--- src/rtl/ctrl_pkg.sv ---
// Shared definitions for the multicycle MIPS controller: states, opcodes,
// funct codes, ALU control codes and the internal ALU operation class.
package ctrl_pkg;

    localparam int OP_W      = 6;
    localparam int FN_W      = 6;
    localparam int ALU_CTL_W = 3;

    // One state per instruction step; 4-bit encoding.
    typedef enum logic [3:0] {
        S_FETCH   = 4'd0,
        S_DECODE  = 4'd1,
        S_MEMADR  = 4'd2,
        S_MEMRD   = 4'd3,
        S_MEMWB   = 4'd4,
        S_MEMWR   = 4'd5,
        S_EXECUTE = 4'd6,
        S_ALUWB   = 4'd7,
        S_BRANCH  = 4'd8,
        S_ADDIEX  = 4'd9,
        S_ADDIWB  = 4'd10,
        S_JUMP    = 4'd11
    } state_t;

    // Supported opcodes.
    localparam logic [OP_W-1:0] OP_RTYPE = 6'b000000;
    localparam logic [OP_W-1:0] OP_LW    = 6'b100011;
    localparam logic [OP_W-1:0] OP_SW    = 6'b101011;
    localparam logic [OP_W-1:0] OP_BEQ   = 6'b000100;
    localparam logic [OP_W-1:0] OP_ADDI  = 6'b001000;
    localparam logic [OP_W-1:0] OP_J     = 6'b000010;

    // R-type funct codes understood by the ALU decoder.
    localparam logic [FN_W-1:0] FN_ADD = 6'b100000;
    localparam logic [FN_W-1:0] FN_SUB = 6'b100010;
    localparam logic [FN_W-1:0] FN_AND = 6'b100100;
    localparam logic [FN_W-1:0] FN_OR  = 6'b100101;
    localparam logic [FN_W-1:0] FN_SLT = 6'b101010;

    // ALU control codes driven to the datapath.
    localparam logic [ALU_CTL_W-1:0] ALU_AND = 3'b000;
    localparam logic [ALU_CTL_W-1:0] ALU_OR  = 3'b001;
    localparam logic [ALU_CTL_W-1:0] ALU_ADD = 3'b010;
    localparam logic [ALU_CTL_W-1:0] ALU_SUB = 3'b110;
    localparam logic [ALU_CTL_W-1:0] ALU_SLT = 3'b111;

    // Operation class requested by the main FSM.
    typedef enum logic [1:0] {
        ALUOP_ADD   = 2'd0,
        ALUOP_SUB   = 2'd1,
        ALUOP_FUNCT = 2'd2
    } alu_op_t;

endpackage

--- src/rtl/alu_decoder.sv ---
// Combinational ALU decoder: operation class plus funct -> ALU control code.
// Kept separate so a single-cycle controller can reuse it unchanged.
module alu_decoder
    import ctrl_pkg::*;
#(
    parameter int fnW     = 6,
    parameter int aluCtlW = 3
) (
    input  alu_op_t            aluOp,
    input  logic [fnW-1:0]     funct,
    output logic [aluCtlW-1:0] aluControl
);

    // Map the operation class (and funct for R-type) onto an ALU control code.
    always_comb begin
        aluControl = ALU_ADD;
        case (aluOp)
            ALUOP_ADD: aluControl = ALU_ADD;
            ALUOP_SUB: aluControl = ALU_SUB;
            ALUOP_FUNCT: begin
                case (funct)
                    FN_ADD:  aluControl = ALU_ADD;
                    FN_SUB:  aluControl = ALU_SUB;
                    FN_AND:  aluControl = ALU_AND;
                    FN_OR:   aluControl = ALU_OR;
                    FN_SLT:  aluControl = ALU_SLT;
                    // Unknown funct behaves as add; writeback still happens.
                    default: aluControl = ALU_ADD;
                endcase
            end
            default: aluControl = ALU_ADD;
        endcase
    end

endmodule

--- src/rtl/control_fsm.sv ---
// Multicycle MIPS main controller: Moore FSM that sequences every datapath
// select and enable, one state per instruction step.
module control_fsm
    import ctrl_pkg::*;
#(
    parameter int opW     = 6,
    parameter int fnW     = 6,
    parameter int aluCtlW = 3
) (
    input  logic               clk,
    input  logic               reset,
    input  logic [opW-1:0]     opcode,
    input  logic [fnW-1:0]     funct,
    input  logic               zero,
    output logic               dffEnable,
    output logic               irWrite,
    output logic               iOrD,
    output logic               memWrite,
    output logic               memToReg,
    output logic               regDst,
    output logic               writeEnable,
    output logic               aluSrcA,
    output logic [1:0]         aluSrcB,
    output logic [aluCtlW-1:0] aluControl,
    output logic               pcSrc,
    output logic               jump,
    output logic               instrDone,
    output logic               illegalOp
);

    state_t               state;
    state_t               next_state;
    alu_op_t              alu_op;
    logic                 alu_active;
    logic [aluCtlW-1:0]   alu_code;
    logic                 pc_write;
    logic                 branch;
    logic                 ir_write_raw;
    logic                 mem_write_raw;
    logic                 write_enable_raw;
    logic                 instr_done_raw;
    logic                 illegal_raw;
    logic                 legal_op;

    alu_decoder #(
        .fnW     (fnW),
        .aluCtlW (aluCtlW)
    ) u_alu_decoder (
        .aluOp      (alu_op),
        .funct      (funct),
        .aluControl (alu_code)
    );

    // Opcode recognised by DECODE; anything else is reported as illegal.
    assign legal_op = (opcode == OP_RTYPE) || (opcode == OP_LW) ||
                      (opcode == OP_SW)    || (opcode == OP_BEQ) ||
                      (opcode == OP_ADDI)  || (opcode == OP_J);

    // State register; reset aborts any instruction and returns to FETCH.
    always_ff @(posedge clk or posedge reset) begin
        if (reset) begin
            state <= S_FETCH;
        end else begin
            state <= next_state;
        end
    end

    // Next-state logic: opcode only matters in DECODE and MEMADR.
    always_comb begin
        next_state = S_FETCH;
        case (state)
            S_FETCH: next_state = S_DECODE;
            S_DECODE: begin
                case (opcode)
                    OP_LW:    next_state = S_MEMADR;
                    OP_SW:    next_state = S_MEMADR;
                    OP_RTYPE: next_state = S_EXECUTE;
                    OP_BEQ:   next_state = S_BRANCH;
                    OP_ADDI:  next_state = S_ADDIEX;
                    OP_J:     next_state = S_JUMP;
                    default:  next_state = S_FETCH;
                endcase
            end
            S_MEMADR: begin
                if (opcode == OP_SW) begin
                    next_state = S_MEMWR;
                end else begin
                    next_state = S_MEMRD;
                end
            end
            S_MEMRD:   next_state = S_MEMWB;
            S_EXECUTE: next_state = S_ALUWB;
            S_ADDIEX:  next_state = S_ADDIWB;
            default:   next_state = S_FETCH;
        endcase
    end

    // Moore output decode; architectural strobes are held low during reset.
    always_comb begin
        pc_write         = 1'b0;
        branch           = 1'b0;
        ir_write_raw     = 1'b0;
        mem_write_raw    = 1'b0;
        write_enable_raw = 1'b0;
        instr_done_raw   = 1'b0;
        illegal_raw      = 1'b0;
        iOrD             = 1'b0;
        memToReg         = 1'b0;
        regDst           = 1'b0;
        aluSrcA          = 1'b0;
        aluSrcB          = 2'b00;
        pcSrc            = 1'b0;
        jump             = 1'b0;
        alu_op           = ALUOP_ADD;
        alu_active       = 1'b0;
        case (state)
            S_FETCH: begin
                aluSrcB      = 2'b01;
                alu_active   = 1'b1;
                ir_write_raw = 1'b1;
                pc_write     = 1'b1;
            end
            S_DECODE: begin
                aluSrcB    = 2'b11;
                alu_active = 1'b1;
                if (!legal_op) begin
                    illegal_raw    = 1'b1;
                    instr_done_raw = 1'b1;
                end else begin
                    illegal_raw    = 1'b0;
                    instr_done_raw = 1'b0;
                end
            end
            S_MEMADR: begin
                aluSrcA    = 1'b1;
                aluSrcB    = 2'b10;
                alu_active = 1'b1;
            end
            S_MEMRD: begin
                iOrD = 1'b1;
            end
            S_MEMWB: begin
                memToReg         = 1'b1;
                write_enable_raw = 1'b1;
                instr_done_raw   = 1'b1;
            end
            S_MEMWR: begin
                iOrD           = 1'b1;
                mem_write_raw  = 1'b1;
                instr_done_raw = 1'b1;
            end
            S_EXECUTE: begin
                aluSrcA    = 1'b1;
                alu_op     = ALUOP_FUNCT;
                alu_active = 1'b1;
            end
            S_ALUWB: begin
                regDst           = 1'b1;
                write_enable_raw = 1'b1;
                instr_done_raw   = 1'b1;
            end
            S_BRANCH: begin
                aluSrcA        = 1'b1;
                alu_op         = ALUOP_SUB;
                alu_active     = 1'b1;
                pcSrc          = 1'b1;
                branch         = 1'b1;
                instr_done_raw = 1'b1;
            end
            S_ADDIEX: begin
                aluSrcA    = 1'b1;
                aluSrcB    = 2'b10;
                alu_active = 1'b1;
            end
            S_ADDIWB: begin
                write_enable_raw = 1'b1;
                instr_done_raw   = 1'b1;
            end
            S_JUMP: begin
                jump           = 1'b1;
                pc_write       = 1'b1;
                instr_done_raw = 1'b1;
            end
            default: begin
                pc_write = 1'b0;
            end
        endcase
    end

    // ALU control is only meaningful in states that use the ALU; zero elsewhere.
    assign aluControl  = alu_active ? alu_code : {aluCtlW{1'b0}};
    assign dffEnable   = ~reset & (pc_write | (branch & zero));
    assign irWrite     = ~reset & ir_write_raw;
    assign memWrite    = ~reset & mem_write_raw;
    assign writeEnable = ~reset & write_enable_raw;
    assign instrDone   = ~reset & instr_done_raw;
    assign illegalOp   = ~reset & illegal_raw;

endmodule

--- config.mk ---
export PLATFORM = sky130hd
export DESIGN_NAME = control_fsm
export DESIGN_NICKNAME = d
export VERILOG_FILES = /design/src/rtl/ctrl_pkg.sv /design/src/rtl/alu_decoder.sv /design/src/rtl/control_fsm.sv
export SDC_FILE = /design/constraint.sdc
export NUM_CORES = 1
export LEC_CHECK = 0
export CAP_MARGIN = 30
export CORE_AREA = 2 2 39 41
export DETAILED_ROUTE_END_ITERATION = 8
export DIE_AREA = 0 0 41 43
export DONT_BUFFER_PORTS = 1
export GPL_TIMING_DRIVEN = 0
export HOLD_SLACK_MARGIN = 0.02
export MAX_ROUTING_LAYER = met4
export PLACE_DENSITY_LB_ADDON = 0.1
export SYNTH_ARGS = -nofsm -noshare
export SYNTH_HDL_FRONTEND = slang
export SYNTH_SLANG_ARGS = --single-unit
--- constraint.sdc ---
create_clock -name clk -period 2.8 [get_ports clk]
set_input_delay 0.84 -clock clk [delete_from_list [all_inputs] [get_ports clk]]
set_output_delay 0.84 -clock clk [all_outputs]
set_load 0.02 [all_outputs]
# [Word level (Yosys, flattened, before mapping)]
# Index checks and enable logic that the tools add are counted.
# W data, S select, Z words.
[word_totals] output_inout_bits=17 word_cells=69 input_bits=15 ff_bits=4
[op_classes] n_mux=22 n_reduce_logical=15 bitwise_logic=9 n_eq_ne=22
[ops] operator="$eq A6 B6 Y1 const B" count=6
[ops] operator="$pmux W4 S6" count=1
[ops] operator="$pmux W4 S5" count=1
[ops] operator="$eq A4 B3 Y1 const B" count=4
[ops] operator="$eq A4 B4 Y1 const B" count=4
[ops] operator="$mux W1" count=13
[ops] operator="$pmux W3 S4" count=1
[ops] operator="$reduce_or A6 Y1" count=2
[ops] operator="$eq A4 B2 Y1 const B" count=2
[ops] operator="$reduce_or A2 Y1" count=4
[ops] operator="$and A1 B1 Y1" count=7
[ops] operator="$eq A6 B2 Y1 const B" count=1
[ops] operator="$eq A6 B3 Y1 const B" count=1
[ops] operator="$eq A6 B4 Y1 const B" count=1
[ops] operator="$logic_not A6 Y1" count=1
[ops] operator="$mux W3" count=2
[ops] operator="$pmux W2 S3" count=1
[ops] operator="$pmux W3 S2" count=1
[ops] operator="$logic_or A1 B1 Y1" count=5
[ops] operator="$eq A4 B1 Y1 const B" count=1
[ops] operator="$logic_not A4 Y1" count=1
[ops] operator="$pmux W2 S2" count=1
[ops] operator="$reduce_or A4 Y1" count=1
[ops] operator="$reduce_or A3 Y1" count=1
[ops] operator="other kinds (5)" count=5

# [Logic depth before layout (Yosys ltp)]
# Gate-level depths: netlist of run 1.
[logic_depth] depth_word=9 ltp_mapped=7 mapped_depth_nobuf=6

# [Cells and area by module]
# A second synthesis of run 1 with hierarchy kept.
[unflattened] cells_unflattened=94 area_unflattened_um2=630.6
[modules_own_cells] module="control_fsm" area_per_inst_um2=511.7 cells_per_inst=79 seq_area_each_um2=100.1 n_inst=1
[modules_own_cells] module="alu_decoder" area_per_inst_um2=118.9 cells_per_inst=15 seq_area_each_um2=0.0 n_inst=1

# [Least setup slack after synthesis of run 1]
# Ideal clock, no wire load.
[synth_path] kind="register -> output" start="register state[2]" end="output port aluControl[2]" path_stages_with_launch=7 t_arrival_ns=1.763 path_buffers=0 path_slack_ns=0.197 required_time_ns=1.960 path_cell_list="dfrtp_1 -> nand2b_1 -> or3_1 -> inv_1 -> ha_1 -> a41oi_1 -> nor3_1"
[synth_between] elab_chain_len=5 elab_cells_between_ends=13 cone_classes="7 x eq/ne; 4 x mux; 2 x reduce/logical"
[synth_lines] element="start, declared" line_no="control_fsm.sv:31" rtl="state_t state;"
[synth_lines] element="start signal, assigned" line_no="control_fsm.sv:64" rtl="state <= next_state;"
[synth_lines] element="$eq A4 B4 Y1 or $eq A4 B3 Y1 (tied branches)" line_no="control_fsm.sv:116" rtl="case (state)"
[synth_lines] element="$pmux W2 S2" line_no="control_fsm.sv:116"
[synth_lines] element="$eq A2 B2 Y1 or $eq A2 B1 Y1 (tied branches)" line_no="alu_decoder.sv:17" rtl="case (aluOp)"
[synth_lines] element="$pmux W3 S2" line_no="alu_decoder.sv:17"
[synth_lines] element="$mux W3 (*)" line_no="control_fsm.sv:191" rtl="assign aluControl = alu_active ? alu_code : {aluCtlW{1'b0}};"
[synth_lines] element="end, declared" line_no="control_fsm.sv:24" rtl="output logic [aluCtlW-1:0] aluControl,"
# Mark *: on every way between the ends. The rest lies on a longest branch, timed or not.

# [Worst setup path after layout of run 1]
[layout_path] start="register state[1]" end="output port aluControl[0]"
# The elaborated chain is that of the path after synthesis.

==> flow_summary.ini, run 1 <==
[run_status]
status = finished clean

[sta]
hold_violations = 0
setup_violations = 0
fin_skew_ns = 0.00271
worst_slew_pin_slew_ns = 0.864
slew_headroom = 0.419
rsz0062_at_grt = yes
fmaxAchievable_mhz = 369
period_needed_ns = 2.71
slew_viol_final = 0
tns_ns = 0
period_share = 0.969

[synth]
ys_async_sr_fraction = 1.00
syn_inst = 82
synth_area_sq_um = 583
netlist_top_cells_area = dfrtp_1 17%, nand3_1 6.0%, nor3_1 6.0%, xor2_1 6.0%, nor2_1 5.8%
synthFlopType = dfrtp_1
synth.top_cell.area_share = 0.172
synth_edf_count = 0
yosysWarnings = 0
synth.distinct_cells = 38
yosys.area.top_type = dfrtp_1
synth_seq_area_share = 0.172
ys_ff_latch = 4
synth_fp_nets = 99
synth.avg_cell_area_sq_um = 7.11

[detailed_routing]
top_layer_used = met4
firstDrtPassIters = 4
wl_met3_microns = 70
dr.first_iter.drc_count = 8
wl_per_cell_microns = 14.1
finalWirelength_mm = 1.42
dr_wl_met2_microns = 727
drc = 0
drt-met1-wl_microns = 611
avgViaCountPerCell = 6.05
vias = 611
antenna_left = 0

[floorplanning]
fp.dieW_microns = 41
die_h_microns = 43
io_pins = 32
core_sq_um = 1380
rows = 14
start_util = 0.421
die-area_sq_um = 1760

[placed_design]
place_hpwl_mm = 1.11
portBuffers = 0
gp_congestion = 0.810

[worst_setup_path]
required_ns = 1.96
critPathBufInv = 0
worstPathArrival_ns = 1.87
slowest_delay_ns = 0.47
crit_type = reg2out
critical-path-top-delay-family = simple AND/OR/NAND/NOR gates
path_cells = or3_4 > ha_4 > nor3_1 > and4_4
critical_path.max_fanout = 7
critPathLaunchType = flop
slowest_stage = or3_4
cp-end-kind = primary output

[flow_run]
max_cap_viol_count = 0

[final_layout]
diodes = 0
top_register = state
syn_to_final_growth_pct = 17.6
largest_reg_flops = 4
fill_cells = 149
drive_gt1_frac = 0.247
final_nets = 104
largest_registers = state (4)

[power_and_ir_drop]
p_switching_mw = 0.298
total_power_mw = 0.551
seqPwrFrac = 0.176
switching_share = 0.540
leakage_nw = 0.267
p_int_mw = 0.253
clockPowerShare = 0.123
ir_worst_vdd_uv = 264
combPwrFrac = 0.700
power_density_nw_per_um2 = 804

[clock_tree]
h-tree-depth = 1
root_buffer = clkbuf_4
clk_pin_slew_ns = 0.04
clockBufferDepth = 2
cts_made_buffers = 3
cts-hold-fix-buffers = 0
cts_tree = yes
insertion_delay_ns = 0.23
cts_sinks = 4

[global_routing]
grt_first_pass_wirelength_mm = 2.08
grt_max_degree = 11
globalRouteTotalUtil = 0.175
grt_pass1_vias = 493
overflow = 0
antenna_found_initial = 0

[worst_hold_path]
worstHoldPathType = in2async
-- layer usage --
| metal | track usage | vias up |
|---|---|---|
| met5 | - | - |
| met4 | 0.0600 | 0 |
| met3 | 0.0314 | 2 |
| met2 | 0.275 | 21 |
| met1 | 0.216 | 279 |
| li1 | - | 309 |
-- final timing paths --
| check | from | to | slack, ns | depth (start not counted) |
|---|---|---|---|---|
| setup / recovery | state[1] | aluControl[0] | 0.09 | 4 |
| hold / removal | reset | state[0] | 0.39 | 1 |
| setup reg to reg | state[3] | state[2] | 1.55 | 4 |
| hold reg to reg | state[3] | state[0] | 0.57 | 2 |
| max in group asynchronous | reset | state[3] | 2.25 | 1 |
| min in group clk | state[3] | state[0] | 0.57 | 2 |
-- cells by family (layout without fill, tap and decap cells) --
group	count (synthesis)	count (layout)	synth area share
adders and majority gates	2	2	0.0429
and+or+nand+nor	41	41	0.393
xor gates and xnor gates	4	4	0.0601
DFF	4	4	0.172
muxes	1	1	0.0172
AOI/OAI and AO/OA	20	20	0.232
buffers and inverters	10	13	0.0837
-- power by group through the flow --
| stage | clock network, mW | logic [mW] | registers (mW) |
|---|---|---|---|
| global placement | 0 | 0.358 | 0.0937 |
| floorplan | 0 | 0.316 | 0.0891 |
| CTS | 0.0695 | 0.374 | 0.0935 |
| finish | 0.0680 | 0.386 | 0.0972 |
| global route | 0.0737 | 0.420 | 0.101 |
| detailed placement | 0 | 0.360 | 0.0936 |
-- placed cells by master, fill, tap and decap left out, drive strengths merged --
master / instances
a211oi: 2
a21boi: 1
a21oi: 2
a221oi: 1
a22oi: 1
a31oi: 1
a41oi: 1
and3: 2
and4: 2
buf: 4
clkbuf: 3
dfrtp: 4
ha: 2
inv: 6
mux2i: 1
nand2: 1
nand2b: 4
nand3: 7
nor2: 10
nor3: 7
nor3b: 2
nor4: 2
o211ai: 1
o21a: 1
o21ai: 4
o21bai: 1
o22a: 1
o22ai: 2
o31ai: 1
or2: 2
or3: 2
xor2: 4
-- metrics by stage --
| stage | area [sq um] | setup slack [ns] | instances | utilization | hold WS (ns) |
|---|---|---|---|---|---|
| 3_3_place_gp | 603 | 0.0591 | 98 | 0.436 | 0.557 |
| 4_1_cts | 651 | 0.0273 | 101 | 0.470 | 0.395 |
| 5_1_grt | 686 | -0.0189 | 101 | 0.495 | 0.403 |
| 3_5_place_dp | 603 | 0.0459 | 98 | 0.436 | 0.554 |
| 2_1_floorplan | 583 | 0.197 | 82 | - | 0.526 |
| 6_report | 686 | 0.0865 | 101 | 0.495 | 0.390 |
-- synthesized netlist by cell type (all sizes together) (2+ instances only) --
cell / instances
inv: 6
a21oi: 2
dfrtp: 4
nor3: 7
a211oi: 2
or2: 2
nor3b: 2
nor4: 2
xor2: 4
buf: 4
o22ai: 2
nand2b: 4
and3: 2
nor2: 10
o21ai: 4
nand3: 7
ha: 2
and4: 2
or3: 2
-- final cells by class --
type,instances,area (sq um),area share
inverters,6,27.5,0.0401
plain buffers,4,28.8,0.0420
flip-flops and latches,4,100,0.146
well taps,16,20.0,0.0292
clock buffers,3,22.5,0.0328
multi-input cells,68,487,0.710
-- repair_timing --
action                                  4_1_cts  5_1_grt
pin swaps                                     1        1
endpoints found under the setup margin        2        4
buffers inserted                              0        0
gates resized for setup                       6        8
No activity file was read; power rests on OpenSTA's default activity.
==> run 2, diff against run 1 <==
- HOLD_SLACK_MARGIN: 0.02 -> unset
==> results of run 2 <==
No change in the layout: final DEF, timing and power equal those of run 1.
==> run 3, diff against run 2 <==
- MAX_ROUTING_LAYER: met4 -> unset
==> flow_summary.ini, run 3 (same netlist as run 1, synthesis figures left out) <==
[global_routing]
busiest_layer = met2
globalRouteTotalUtil = 0.171
antenna_found_initial = 0
grtUsageMet2 = 0.275
overflow = 0
met3_usage = 0.0314
grt_first_pass_wirelength_mm = 2.08
grt_max_degree = 11
grt_pass1_vias = 495
use_met1 = 0.216

[final_layout]
syn_to_final_growth_pct = 17.6
fill_cells = 149
final_nets = 104
largest_reg_flops = 4
postLayoutCellArea_sq_um = 686
diodes = 0
drive_gt1_frac = 0.247
layout_common_cells = 9 x nor2_1, 7 x nand3_1, 5 x nor3_1
top_register = state
final_common_cell = nor2_1
largest_registers = state (4)
fin_util = 0.495

[clock_tree]
post_cts_buffers = 0
root_buffer = clkbuf_4
clk_pin_slew_ns = 0.04
insertion_delay_ns = 0.23
cts_tree = yes
cts_sinks = 4
clockBufferDepth = 2
h-tree-depth = 1
cts_made_buffers = 3

[worst_setup_path]
worstPathArrival_ns = 1.87
critPathBufInv = 0
path_depth = 4
worst_r2r_path_depth = 4
slowest_stage = or3_4
required_ns = 1.96
path_cells = or3_4 > ha_4 > nor3_1 > and4_4
slowest_delay_ns = 0.47
critPathLaunchType = flop
crit_type = reg2out
critical-path-top-delay-family = simple AND/OR/NAND/NOR gates
cp-end-kind = primary output
critical_path.max_fanout = 7

[sta]
tns_ns = 0
slew_headroom = 0.419
slew_viol_final = 0
period_needed_ns = 2.71
hold_violations = 0
worst_slew_pin_slew_ns = 0.864
fmaxAchievable_mhz = 369
period_share = 0.968
rsz0062_at_grt = yes
setup_violations = 0
fin_skew_ns = 0.00255

[worst_hold_path]
worstHoldPathType = in2async

[floorplanning]
start_util = 0.421
core_sq_um = 1380
rows = 14
fp.dieW_microns = 41
die_h_microns = 43
io_pins = 32
die-area_sq_um = 1760

[placed_design]
place_hpwl_mm = 1.11
placed_cell_area_sq_um = 603
gp_congestion = 0.799
portBuffers = 0

[detailed_routing]
finalWirelength_mm = 1.43
dr.first_iter.drc_count = 14
avgViaCountPerCell = 6.25
antenna_left = 0
vias = 631
wl_per_cell_microns = 14.1
drc = 0
firstDrtPassIters = 4

[run_status]
status = finished clean

[power_and_ir_drop]
power_density_nw_per_um2 = 803
leakage_nw = 0.267
ir_worst_vdd_uv = 263

[flow_run]
max_cap_viol_count = 0
run 3: cell counts in the layout (fill, tap and decap cells not counted):
Identical to the previous run, type by type.
run 3: final cells by class:
type	instances	area, sq um	share of cell area
inverters	6	27.5	0.0401
plain buffers	4	28.8	0.0420
flip-flops and latches	4	100	0.146
multi-input cells	68	487	0.710
clock buffers	3	22.5	0.0328
well taps	16	20.0	0.0292
run 3: worst paths after layout:
check,from,endpoint,slack [ns]
max in group asynchronous,reset,state[3],2.24
worst max-delay path,state[1],aluControl[0],0.09
min in group clk,state[3],state[0],0.57
worst min-delay path,reset,state[0],0.39
worst min register to register,state[3],state[0],0.57
worst max register to register,state[3],state[2],1.55
run 3: timing repair:
action,4_1_cts,5_1_grt
pin swaps,1,1
resized for setup,6,8
endpoints found under the setup margin,2,4
hold buffers,0,0
run 3: metal layers:
metal	wire, microns	up-vias
li1	-	309
met3	96	2
met1	578	292
met4	14	0
met5	0	-
met2	736	28
run 3: power by group:
group	total, mW	switching (mW)	internal (mW)
clock	0.0677	0.0200	0.0477
sequential	0.0968	0.0212	0.0757
combinational	0.386	0.256	0.130
run 3: per-stage QoR:
step / hold WS (ns) / worst slack (ns) / cells / total power [mW]
global route: 0.403 / -0.0189 / 101 / 0.595
global placement: 0.557 / 0.0591 / 98 / 0.452
CTS: 0.395 / 0.0273 / 101 / 0.537
detailed placement: 0.554 / 0.0459 / 98 / 0.453
finish: 0.392 / 0.0909 / 101 / 0.551
floorplan: 0.526 / 0.197 / 82 / 0.405
